<file path="src/rtl/spi_arbiter.sv">
`default_nettype none
// ============================================================================
// spi_arbiter : round-robin arbiter sharing one SPI master among NUM_REQ users
// Optional watchdog on the master handshake: define SPI_ARB_TIMEOUT_EN
// Revision: 1.0
// ============================================================================
module spi_arbiter #(
    parameter int NUM_REQ     = 4,
    parameter int TIMEOUT_CYC = 64
) (
    input  logic                 clk,
    input  logic                 rst,
    input  logic [NUM_REQ-1:0]   req,
    input  logic [8*NUM_REQ-1:0] req_data,
    output logic [NUM_REQ-1:0]   gnt,
    output logic [NUM_REQ-1:0]   rsp_valid,
    output logic [7:0]           rsp_data,
    output logic                 m_start,
    output logic [7:0]           m_tx_data,
    input  logic                 m_busy,
    input  logic                 m_done,
    input  logic [7:0]           m_rx_data,
    output logic                 timeout_err
);

    localparam int PTR_W = (NUM_REQ > 2) ? $clog2(NUM_REQ) : 1;

    typedef enum logic [1:0] {
        IDLE      = 2'd0,
        START     = 2'd1,
        WAIT_DONE = 2'd2,
        RESP      = 2'd3
    } state_t;

    state_t             state;
    state_t             state_nx;
    logic [PTR_W-1:0]   ptr;
    logic [PTR_W-1:0]   owner;
    logic [PTR_W-1:0]   winner;
    logic [PTR_W:0]     rr_idx;
    logic               found;
    logic               grant_fire;
    logic               timeout_hit;

    if (NUM_REQ < 2 || NUM_REQ > 8 || TIMEOUT_CYC < 1) begin : g_param_check
        $error("spi_arbiter: NUM_REQ must be 2..8 and TIMEOUT_CYC >= 1");
    end

    // Scan from ptr upward, wrapping, and keep the first requester found.
    always_comb begin
        winner = '0;
        found  = 1'b0;
        rr_idx = '0;
        for (int i = 0; i < NUM_REQ; i++) begin
            rr_idx = {1'b0, ptr} + (PTR_W+1)'(i);
            if (rr_idx >= (PTR_W+1)'(NUM_REQ)) begin
                rr_idx = rr_idx - (PTR_W+1)'(NUM_REQ);
            end
            if (!found && req[rr_idx[PTR_W-1:0]]) begin
                found  = 1'b1;
                winner = rr_idx[PTR_W-1:0];
            end
        end
    end

    assign grant_fire = (state == IDLE) && found && !m_busy && !rst;

    always_comb begin
        state_nx  = state;
        gnt       = '0;
        m_start   = 1'b0;
        rsp_valid = '0;
        case (state)
            IDLE: begin
                if (grant_fire) begin
                    gnt[winner] = 1'b1;
                    state_nx    = START;
                end
            end
            START: begin
                m_start  = 1'b1;
                state_nx = WAIT_DONE;
            end
            WAIT_DONE: begin
                if (m_done || timeout_hit) begin
                    state_nx = RESP;
                end
            end
            RESP: begin
                rsp_valid[owner] = 1'b1;
                state_nx         = IDLE;
            end
            default: state_nx = IDLE;
        endcase
    end

    always_ff @(posedge clk) begin
        if (rst) begin
            state     <= IDLE;
            ptr       <= '0;
            owner     <= '0;
            m_tx_data <= 8'h00;
            rsp_data  <= 8'h00;
        end else begin
            state <= state_nx;
            if (grant_fire) begin
                owner     <= winner;
                m_tx_data <= req_data[{winner, 3'b000} +: 8];
                ptr       <= (winner == PTR_W'(NUM_REQ-1)) ? '0 : winner + 1'b1;
            end
            // m_done wins over a watchdog expiry in the same cycle.
            if (state == WAIT_DONE) begin
                if (m_done) begin
                    rsp_data <= m_rx_data;
                end else if (timeout_hit) begin
                    rsp_data <= 8'hFF;
                end
            end
        end
    end

`ifdef SPI_ARB_TIMEOUT_EN
    localparam int CNT_W = $clog2(TIMEOUT_CYC + 1);

    logic [CNT_W-1:0] wd_cnt;
    logic             timeout_q;

    // wd_cnt holds the number of WAIT_DONE cycles already elapsed.
    assign timeout_hit = (state == WAIT_DONE) && !m_done &&
                         (wd_cnt == CNT_W'(TIMEOUT_CYC - 1));

    always_ff @(posedge clk) begin
        if (rst) begin
            wd_cnt    <= '0;
            timeout_q <= 1'b0;
        end else begin
            timeout_q <= timeout_hit;
            if (state == WAIT_DONE && !m_done && !timeout_hit) begin
                wd_cnt <= wd_cnt + 1'b1;
            end else begin
                wd_cnt <= '0;
            end
        end
    end

    assign timeout_err = timeout_q;
`else
    assign timeout_hit = 1'b0;
    assign timeout_err = 1'b0;
`endif

endmodule
`default_nettype wire

</file>
<file path="config.mk">
export PLATFORM = sky130hd
export DESIGN_NAME = spi_arbiter
export DESIGN_NICKNAME = d
export VERILOG_FILES = /design/src/rtl/spi_arbiter.sv
export SDC_FILE = /design/constraint.sdc
export NUM_CORES = 1
export LEC_CHECK = 0
export BUFFER_PORTS_ARGS = -buffer_cell sky130_fd_sc_hd__buf_2
export CAP_MARGIN = 0
export CORE_MARGIN = 4
export CORE_UTILIZATION = 30
export DETAILED_ROUTE_END_ITERATION = 7
export GPL_TIMING_DRIVEN = 0
export PLACE_DENSITY = 0.67
export SYNTH_ARGS = -nofsm -noshare
export SYNTH_HDL_FRONTEND = slang
export SYNTH_SLANG_ARGS = --single-unit
</file>
<file path="constraint.sdc">
create_clock -name clk -period 2.8 [get_ports clk]
set_input_delay 0.28 -clock clk [delete_from_list [all_inputs] [get_ports clk]]
set_output_delay 0.28 -clock clk [all_outputs]
set_load 0.005 [all_outputs]
</file>
==> summary.log, run 1 <==
INFO  global_routing first_global_vias=1354
INFO  place          inst_count_dp=287
INFO  clock_tree     tritoncts.num_buffers=3
INFO  cells_and_area total_of_fill_cells_in_the_finished_design=433
INFO  critical_path  timing.critical_path.slowest_cell_delay=0.73ns
INFO  yosys          postSynthRegisterBits=22
INFO  clock_tree     htree_num_levels=1
INFO  routing        postRouteWirelength=3.96mm
INFO  clock_tree     postCtsHoldBufs=0
INFO  cells_and_area final_util=43.8%
INFO  cells_and_area flow.area_growth_from_synthesis=36.5%
INFO  floorplan      placeableCoreArea=0.00414mm2
INFO  worst_hold_path hold_removal_path_class=input pin to flip-flop
INFO  yosys          mappedNetlistArea=0.00133mm2
INFO  floorplan      initial_utilization=32.1%
INFO  global_routing grt_max_degree=13
INFO  place          post_detail_place_hpwl=3.03mm
INFO  global_routing grt_util_all_layers=14.2%
INFO  pwr            p_per_area=675mW/mm2
INFO  routing        detailroute.via_count=1514
INFO  timing         final.period_utilization=93.5%
INFO  pwr            power.static_leakage=0.882nW
INFO  timing         min_period=2.62ns
INFO  timing         final_max_slew_viol_count=0
INFO  pwr            vdd.ir_drop.worst=273uV
INFO  global_routing wire_length_of_the_first_global_routing_pass=6.21mm
INFO  cells_and_area final_net_count=297
INFO  critical_path  critPathLaunchType=flip-flop
INFO  floorplan      die_height=74.6um
INFO  critical_path  crit_chain=nor2b_1 -> nor4b_2 -> nor2_1 -> clkinv_1 -> ha_1 -> and2_1 -> buf_2
INFO  timing         timing.max_slew.rel_slack=46.7%
INFO  floorplan      row_count=23
INFO  critical_path  r2r_setup_slack=0.63ns
INFO  critical_path  required=2.52ns
INFO  timing         fin_skew=0.00434ns
INFO  yosys          ys_types=29
INFO  cells_and_area final_cells=290
INFO  floorplan      pin_count=74
INFO  cells_and_area antenna_cell_count=0
INFO  floorplan      floorplan.die_area=0.00557mm2
INFO  timing         setup-violations-final=0
INFO  routing        drt_drc_violations_left=0
INFO  global_routing gr-total-overflow=0
INFO  clock_tree     cts.reportedPaths.clkPinSlew=0.09ns
INFO  job            max_cap_violations=0
INFO  yosys          synth_sequential_area_ratio=33.1%
INFO  yosys          synthesis.nets=223
INFO  cells_and_area postLayoutCellArea=0.00182mm2
INFO  yosys          synth_area_per_cell=7.97um2
INFO  critical_path  cp_max_fo=10
INFO  timing         worstMarginPinSlew=0.800ns
INFO  place          globalplace.congestion=0.811
INFO  yosys          yosysWarningCount=0
INFO  place          placedInstanceArea=0.00174mm2
INFO  timing         timing_hold_violations_final=0
INFO  critical_path  cp_top_family=simple AND/OR/NAND/NOR gates
INFO  critical_path  critPathBufInv=2
INFO  clock_tree     cts.sink_count=22
INFO  timing         fmaxAchievable=0.382GHz
INFO  clock_tree     cts-root-to-sink-buffers=2
INFO  critical_path  cell_with_the_largest_stage_delay_on_the_worst_path=nor4b_2
INFO  critical_path  critical_path_sink_type=primary output
INFO  routing        route.detailed.wl_per_inst=13.7um
INFO  clock_tree     clkLatencyLatePin=0.26ns
INFO  routing        detail_route.vias_per_cell=5.22
INFO  clock_tree     cts_root_buffer=clkbuf_8
INFO  status         run_status=complete, no violations
INFO  critical_path  worstPathArrival=2.34ns
INFO  cells_and_area drive_above_1_share=34.6%
INFO  floorplan      floorplan.die.width=74.6um
INFO  routing        drtIter0Drc=71
INFO  yosys          netlist_instances=167
INFO  critical_path  critPathKind=flip-flop to primary output
INFO  routing        drtPass1Iterations=4
INFO  place          placement.io_buffers=70
INFO  routing        postRouteAntennaNets=0
INFO  clock_tree     cts_tree=done
INFO  global_routing initial_antenna_violation_count=0
logic make-up after synthesis:
group / Yosys count / share of synthesized area, %
flip-flops: 22 / 33.1
AND/OR/NAND/NOR: 73 / 28.4
adder cells (fa/ha/maj): 8 / 7.52
other: 1 / 0.282
buffers and inverters: 16 / 6.11
multiplexers: 2 / 1.50
AO/OA/AOI/OAI: 45 / 23.1
report_power, final:
group	internal [mW]	leakage [nW]	switching [mW]	total (mW)
sequential	0.387	0.180	0.0528	0.440
combinational	0.246	0.674	0.306	0.553
clock	0.125	0.0288	0.108	0.234
total	0.758	0.882	0.467	1.23
worst register-to-register path: stages, from the launching register on:
cell and delay [ns]:
dfxtp_1 0.38, nor2b_1 0.11, nor4b_2 0.73, nor2_1 0.18
clkinv_1 0.24, ha_1 0.27, nand3_1 0.07, a21oi_1 0.06
metal layers:
| layer | share of wire [%] | vias up | GRT usage [%] |
|---|---|---|---|
| met1 | 43 | 685 | 18.3 |
| met4 | 0.81 | 0 | 4.15 |
| met3 | 12 | 4 | 3.74 |
| met2 | 44 | 70 | 23.5 |
| met5 | 0 | - | 0 |
| li1 | - | 755 | - |
what timing repair did:
action	in CTS	in global routing
buffers inserted	0	0
endpoints found under the setup margin	4	2
gates resized for setup	3	1
stage by stage:
step	hold slack, ns	setup TNS, ns	setup slack [ns]	total power [mW]
5_1_grt	0.255	-0.00384	-0.00384	1.34
2_1_floorplan	0.427	0	0.738	0.809
3_5_place_dp	0.444	-0.0306	-0.0252	0.999
3_3_place_gp	0.440	-0.0673	-0.0410	0.990
4_1_cts	0.246	0	0.0200	1.24
6_report	0.254	0	0.181	1.23
area by class of cell:
type	instances	area [um2]	area share [%]
multi-input combinational	129	830	45.7
sequential	22	440	24.2
timing repair buffer	70	350	19.3
tap	50	62.6	3.44
buffer	10	58.8	3.24
clock buffer	4	55.1	3.03
inverter	5	20.0	1.10
state kept, by name, summed over array words and instances, names as in the netlist:
signal     cells
owner          2
rsp_data       8
ptr            2
state          2
m_tx_data      8
layout by cell type (no fill, tap or decap), types with 2 or more instances in the layout:
cell and count:
clkbuf_8 4, mux2i_1 2, and3_1 9, dfxtp_1 22
buf_6 2, clkbuf_1 5, inv_1 3, nand2_1 13
a32o_1 8, o21ai_0 13, ha_1 8, nand3_1 26
and2_1 4, a21oi_1 12, nor2_1 10, buf_2 72
a211o_1 9, nor2b_1 4
cell usage after synthesis:
| library cell | number | area, um2 |
|---|---|---|
| nor2b_1 | 4 | 25.0 |
| conb_1 | 1 | 3.75 |
| a211oi_1 | 1 | 7.51 |
| a211o_1 | 9 | 78.8 |
| nand2_1 | 13 | 48.8 |
| clkinv_1 | 2 | 7.51 |
| clkbuf_1 | 6 | 22.5 |
| o32ai_1 | 1 | 8.76 |
| a21oi_1 | 12 | 60.1 |
| and3b_1 | 1 | 8.76 |
| inv_1 | 3 | 11.3 |
| buf_6 | 2 | 22.5 |
| nand3_1 | 26 | 130 |
| ha_1 | 8 | 100 |
| nor4_1 | 2 | 12.5 |
| or4_1 | 1 | 7.51 |
| mux2i_1 | 2 | 20.0 |
| nor3b_1 | 1 | 7.51 |
| and2_1 | 4 | 25.0 |
| nor2_1 | 10 | 37.5 |
| a21boi_0 | 1 | 7.51 |
| or4b_1 | 1 | 10.0 |
| dfxtp_1 | 22 | 440 |
| buf_2 | 2 | 10.0 |
| and3_1 | 9 | 56.3 |
| a32o_1 | 8 | 80.1 |
| o21ai_0 | 13 | 65.1 |
| nor4b_1 | 1 | 8.76 |
| buf_4 | 1 | 7.51 |
path summary, 6_finish.rpt:
kind                              startpoint           to  cells past startpoint
worst max-delay path                  ptr[0]       gnt[3]                      7
worst min-delay path            m_rx_data[6]  rsp_data[6]                      3
worst max register to register        ptr[0]       ptr[1]                      7
worst min register to register   rsp_data[0]  rsp_data[0]                      2
(Power assumes the default switching activity.)
==> run 2, diff against run 1 <==
- clock period: 2.8 -> 3.15 ns (I/O delays scaled with it)
==> summary.log, run 2 (synthesized netlist as in run 1, its figures left out) <==
INFO  pwr            p_per_area=602mW/mm2 [-11%]
INFO  critical_path  critPathBufInv=3 [+1]
INFO  timing         worstMarginPinSlew=0.823ns [+0.0232 ns]
INFO  clock_tree     cts_tree=done
INFO  clock_tree     clkLatencyLatePin=0.26ns [about the same]
INFO  timing         setup-violations-final=0 [unchanged]
INFO  critical_path  cp_top_family=buffers and inverters
INFO  clock_tree     cts.sink_count=22 [unchanged]
INFO  critical_path  r2r_setup_slack=0.78ns [+0.15 ns]
INFO  routing        detailroute.via_count=1499 [-0.99%]
INFO  status         run_status=complete, no violations
INFO  floorplan      initial_utilization=32.1% [unchanged]
INFO  timing         fmaxAchievable=0.348GHz
INFO  routing        drtIter0Drc=71 [unchanged]
INFO  critical_path  crit-reg2reg-capture=ptr[1]
INFO  floorplan      placeableCoreArea=0.00414mm2 [unchanged]
INFO  place          placedInstanceArea=0.00174mm2 [unchanged]
INFO  job            max_cap_violations=0 [unchanged]
INFO  clock_tree     cts.reportedPaths.clkPinSlew=0.08ns [about the same]
INFO  routing        postRouteWirelength=3.99mm [+0.61%]
INFO  critical_path  critical_path_sink_type=primary output
INFO  clock_tree     cts_root_buffer=clkbuf_8
INFO  worst_hold_path timing.hold.worst_endpoint=rsp_data[6]
INFO  worst_hold_path worst_min_delay_path_startpoint=m_rx_data[6]
INFO  global_routing grt_max_degree=13 [unchanged]
INFO  clock_tree     cts-root-to-sink-buffers=2 [unchanged]
INFO  critical_path  timing.critical_path.slowest_cell_delay=0.47ns [-0.26 ns]
INFO  place          globalplace.congestion=0.811 [unchanged]
INFO  cells_and_area biggestRegsByFlops=m_tx_data: 8 flops, rsp_data: 8 flops
INFO  critical_path  cell_with_the_largest_stage_delay_on_the_worst_path=dfxtp_1
INFO  timing         final.period_utilization=91.3%
INFO  global_routing wire_length_of_the_first_global_routing_pass=6.21mm [unchanged]
INFO  floorplan      row_count=23 [unchanged]
INFO  routing        postRouteAntennaNets=0 [unchanged]
INFO  floorplan      floorplan.die.width=74.6um [unchanged]
INFO  timing         fin_skew=0.00423ns [-0.000114 ns]
INFO  global_routing initial_antenna_violation_count=0 [unchanged]
INFO  global_routing gr-total-overflow=0 [unchanged]
INFO  timing         timing.max_slew.rel_slack=45.1% [-1.5 points]
INFO  timing         grt_setup_unrepaired=false
INFO  critical_path  worst_reg2reg_path_length_in_cells=7 [unchanged]
INFO  worst_hold_path hold_removal_path_class=input pin to flip-flop
INFO  critical_path  critPathKind=flip-flop to primary output
INFO  routing        route.detailed.wl_per_inst=13.7um [about the same]
INFO  critical_path  worstPathArrival=2.56ns [+0.22 ns]
INFO  timing         min_period=2.88ns
INFO  timing         layout_setup_ws=0.273ns [+0.0923 ns]
INFO  cells_and_area total_of_fill_cells_in_the_finished_design=436 [+0.69%]
INFO  floorplan      die_height=74.6um [unchanged]
INFO  worst_hold_path holdPathStages=3 [unchanged]
INFO  cells_and_area drive_above_1_share=33.5% [-1.1 points]
INFO  critical_path  worstReg2RegStart=ptr[1]
INFO  timing         totalNegativeSetupSlack=0ns [unchanged]
INFO  place          post_detail_place_hpwl=3.03mm [unchanged]
INFO  floorplan      pin_count=74 [unchanged]
INFO  global_routing grt_util_all_layers=14.2% [unchanged]
INFO  routing        drt_drc_violations_left=0 [unchanged]
INFO  cells_and_area layout.cells.most_common=buf_2
INFO  cells_and_area antenna_cell_count=0 [unchanged]
INFO  pwr            power.static_leakage=0.882nW [about the same]
INFO  cells_and_area final_net_count=299 [+0.67%]
INFO  critical_path  crit_chain=a21boi_0 -> o32ai_1 -> clkinv_1 -> clkbuf_1 -> ha_1 -> and2_1 -> buf_2
INFO  place          placement.io_buffers=70 [unchanged]
INFO  global_routing first_global_vias=1354 [unchanged]
INFO  place          dp_worst_setup_slack=0.255ns [+0.280 ns]
INFO  critical_path  cp_max_fo=11 [+1]
INFO  cells_and_area flow.area_growth_from_synthesis=36.0%
INFO  timing         timing_hold_violations_final=0 [unchanged]
INFO  cells_and_area postLayoutCellArea=0.00181mm2 [-0.34%]
INFO  clock_tree     cts_setup_buffers=0 [unchanged]
INFO  routing        drtPass1Iterations=4 [unchanged]
INFO  cells_and_area final_util=43.7% [-0.15 points]
INFO  pwr            vdd.ir_drop.worst=241uV [-11%]
INFO  timing         final_max_slew_viol_count=0 [unchanged]
INFO  routing        detail_route.vias_per_cell=5.13 [-1.7%]
INFO  clock_tree     tritoncts.num_buffers=3 [unchanged]
INFO  floorplan      floorplan.die_area=0.00557mm2 [unchanged]
INFO  critical_path  critPathLaunchType=flip-flop
INFO  clock_tree     htree_num_levels=1 [unchanged]
INFO  cells_and_area layout_common_cells=buf_2, nand3_1, dfxtp_1
INFO  critical_path  required=2.83ns [+0.31 ns]
run 2: stage by stage:
| step | total power, mW | cells | hold slack (ns) |
|---|---|---|---|
| global route | 1.19 | 292 | 0.290 |
| CTS | 1.10 | 291 | 0.281 |
| floorplan | 0.719 | 167 | 0.453 |
| detailed placement | 0.888 | 287 | 0.444 |
| finish | 1.09 | 292 | 0.289 |
| global placement | 0.880 | 287 | 0.440 |
run 2: worst max-delay path by stage:
stage / from / endpoint / slack [ns] / depth (start not counted)
4_1_cts: ptr[0] / gnt[3] / 0.08 / 7
6_report: ptr[1] / gnt[3] / 0.27 / 7
5_1_grt: ptr[1] / gnt[3] / 0.007 / 7
3_5_place_dp: req[2] / gnt[3] / 0.25 / 8
2_1_floorplan: req[2] / gnt[3] / 1.02 / 7
3_3_place_gp: req[2] / gnt[3] / 0.24 / 8
run 2: tightest hold or removal path, cell delays in order:
cell and delay [ns]:
buf_2 0.09, nand3_1 0.05, a21oi_1 0.05
run 2: power by group:
| part | switching [mW] | internal, mW | leakage (nW) |
|---|---|---|---|
| sequential | 0.0467 | 0.344 | 0.180 |
| combinational | 0.274 | 0.218 | 0.674 |
| clock | 0.0959 | 0.111 | 0.0288 |
| total | 0.417 | 0.674 | 0.882 |
run 2: repair_timing:
item | in CTS | in global routing
gates resized for setup | 0 | 1
hold buffers | 0 | 0
setup endpoints to repair | 0 | 2
run 2: layout make-up:
type | count | area (um2) | area share (%)
repair buffers | 71 | 355 | 19.6
multi-input cells | 129 | 816 | 45.1
flip-flops and latches | 22 | 440 | 24.3
plain buffers | 11 | 62.6 | 3.46
inverters | 5 | 18.8 | 1.04
clock buffers | 4 | 55.1 | 3.04
well taps | 50 | 62.6 | 3.46
run 2: layer usage:
metal	up-vias	share of wire, %	track usage (%)
met1	675	43	18.3
li1	757	-	-
met2	65	44	23.5
met4	0	0.65	4.15
met3	2	12	3.74
met5	-	0	0
==> run 3, diff against run 2 <==
- clock period: 3.15 -> 3.2 ns (I/O delays scaled with it)
==> summary.log, run 3 (synthesized netlist as in run 1, its figures left out) <==
INFO  worst_hold_path worst_min_delay_path_startpoint=m_rx_data[6]
INFO  routing        detail_route.vias_per_cell=5.15 [+0.33%]
INFO  clock_tree     cts_root_buffer=clkbuf_8
INFO  critical_path  r2r_setup_slack=0.66ns [-0.12 ns]
INFO  routing        drtIter0Drc=71 [unchanged]
INFO  global_routing gr-total-overflow=0 [unchanged]
INFO  floorplan      placeableCoreArea=0.00414mm2 [unchanged]
INFO  place          placement.io_buffers=70 [unchanged]
INFO  clock_tree     tritoncts.num_buffers=3 [unchanged]
INFO  cells_and_area biggestRegsByFlops=m_tx_data: 8 flops, rsp_data: 8 flops
INFO  place          post_detail_place_hpwl=3.03mm [unchanged]
INFO  floorplan      pin_count=74 [unchanged]
INFO  worst_hold_path timing.hold.worst_endpoint=rsp_data[6]
INFO  routing        detailroute.via_count=1504 [+0.33%]
INFO  critical_path  worstReg2RegStart=ptr[0]
INFO  timing         fmaxAchievable=0.329GHz
INFO  timing         fin_skew=0.00463ns [+0.000398 ns]
INFO  clock_tree     cts_setup_buffers=0 [unchanged]
INFO  timing         setup-violations-final=0 [unchanged]
INFO  clock_tree     cts-root-to-sink-buffers=2 [unchanged]
INFO  cells_and_area flow.area_growth_from_synthesis=35.5%
INFO  pwr            p_per_area=594mW/mm2 [-1.4%]
INFO  routing        drtPass1Iterations=4 [unchanged]
INFO  pwr            power=1.07mW [-1.8%]
INFO  floorplan      die_height=74.6um [unchanged]
INFO  global_routing wire_length_of_the_first_global_routing_pass=6.21mm [unchanged]
INFO  timing         timing_hold_violations_final=0 [unchanged]
INFO  status         run_status=complete, no violations
INFO  clock_tree     clkLatencyLatePin=0.26ns [about the same]
INFO  pwr            power.static_leakage=0.881nW [-0.12%]
INFO  critical_path  worst_reg2reg_path_length_in_cells=7 [unchanged]
INFO  routing        drt_drc_violations_left=0 [unchanged]
INFO  global_routing grt_max_degree=13 [unchanged]
INFO  pwr            vdd.ir_drop.worst=238uV [-1.6%]
INFO  timing         timing.max_slew.rel_slack=14.3% [-31 points]
INFO  critical_path  critical_path_sink_type=primary output
INFO  cells_and_area final_net_count=299 [unchanged]
INFO  routing        postRouteWirelength=3.98mm [-0.15%]
INFO  global_routing grt_util_all_layers=14.2% [unchanged]
INFO  timing         totalNegativeSetupSlack=0ns [unchanged]
INFO  timing         worstMarginPinSlew=1.27ns [+0.450 ns]
INFO  critical_path  critPathLaunchType=flip-flop
INFO  worst_hold_path holdPathStages=3 [unchanged]
INFO  critical_path  crit-reg2reg-capture=ptr[1]
INFO  clock_tree     cts_resized=0 [unchanged]
INFO  floorplan      floorplan.die_area=0.00557mm2 [unchanged]
INFO  timing         final_max_slew_viol_count=0 [unchanged]
INFO  cells_and_area drive_above_1_share=33.1% [-0.41 points]
INFO  cells_and_area layout.cells.most_common=buf_2
INFO  clock_tree     htree_num_levels=1 [unchanged]
INFO  floorplan      floorplan.die.width=74.6um [unchanged]
INFO  cells_and_area layout_common_cells=buf_2, nand3_1, dfxtp_1
INFO  floorplan      initial_utilization=32.1% [unchanged]
INFO  place          globalplace.congestion=0.811 [unchanged]
INFO  critical_path  cp_max_fo=10 [-1]
INFO  clock_tree     cts_tree=done
INFO  timing         min_period=3.04ns
INFO  clock_tree     cts.reportedPaths.clkPinSlew=0.09ns [about the same]
INFO  routing        route.detailed.wl_per_inst=13.6um [-0.15%]
INFO  job            max_cap_violations=0 [unchanged]
INFO  timing         grt_setup_unrepaired=false
INFO  critical_path  required=2.88ns [+0.05 ns]
INFO  cells_and_area antenna_cell_count=0 [unchanged]
INFO  routing        postRouteAntennaNets=0 [unchanged]
INFO  worst_hold_path hold_removal_path_class=input pin to flip-flop
INFO  global_routing first_global_vias=1354 [unchanged]
INFO  clock_tree     postCtsHoldBufs=0 [unchanged]
INFO  critical_path  critPathKind=flip-flop to primary output
INFO  timing         final.period_utilization=94.9%
INFO  clock_tree     cts.sink_count=22 [unchanged]
INFO  floorplan      row_count=23 [unchanged]
INFO  global_routing initial_antenna_violation_count=0 [unchanged]
INFO  critical_path  worstPathArrival=2.72ns [+0.16 ns]
-- run 3: cell counts in the layout (fill, tap and decap cells not counted) --
Identical to the previous run, type by type.
-- run 3: area by class of cell --
class / instances / area (um2)
fill: 438 / 2340
multi-input combinational: 129 / 810
sequential: 22 / 440
timing repair buffer: 71 / 355
buffer: 11 / 62.6
tap: 50 / 62.6
clock buffer: 4 / 55.1
inverter: 5 / 18.8
-- run 3: critical path, stage by stage, from the launching register on --
cell      delay, ns
dfxtp_1        0.38
nor2b_1        0.10
nor4_1         1.06
nor2_1         0.22
clkinv_1       0.27
ha_1           0.18
and2_1         0.13
buf_2          0.11
-- run 3: how the worst max path moves through the flow --
| stage | start | end | slack (ns) | depth (start not counted) |
|---|---|---|---|---|
| finish | ptr[0] | gnt[3] | 0.16 | 7 |
| floorplan | req[2] | gnt[3] | 1.06 | 7 |
| global route | ptr[0] | gnt[3] | 0.02 | 7 |
| detailed placement | req[2] | gnt[3] | 0.29 | 8 |
| CTS | ptr[0] | gnt[3] | 0.13 | 7 |
| global placement | req[2] | gnt[3] | 0.28 | 8 |
-- run 3: power by group --
part,internal [mW],switching (mW),total (mW)
registers,0.338,0.0455,0.384
clock network,0.110,0.0947,0.204
logic,0.214,0.269,0.483
-- run 3: metrics by stage --
step / setup slack, ns / util, % / instances / hold slack, ns / instance area [um2]
floorplan: 1.06 / - / 167 / 0.453 / 1330
global placement: 0.279 / 42.1 / 287 / 0.440 / 1740
detailed placement: 0.295 / 42.1 / 287 / 0.444 / 1740
CTS: 0.126 / 43.4 / 291 / 0.286 / 1800
global route: 0.0166 / 43.5 / 292 / 0.295 / 1800
finish: 0.163 / 43.5 / 292 / 0.294 / 1800
-- run 3: metal layers --
layer,share of wire [%],GRT usage [%],vias up
li1,-,-,758
met1,43,18.3,681
met2,44,23.5,63
met3,12,3.74,2
met4,0.65,4.15,0
met5,0,0,-
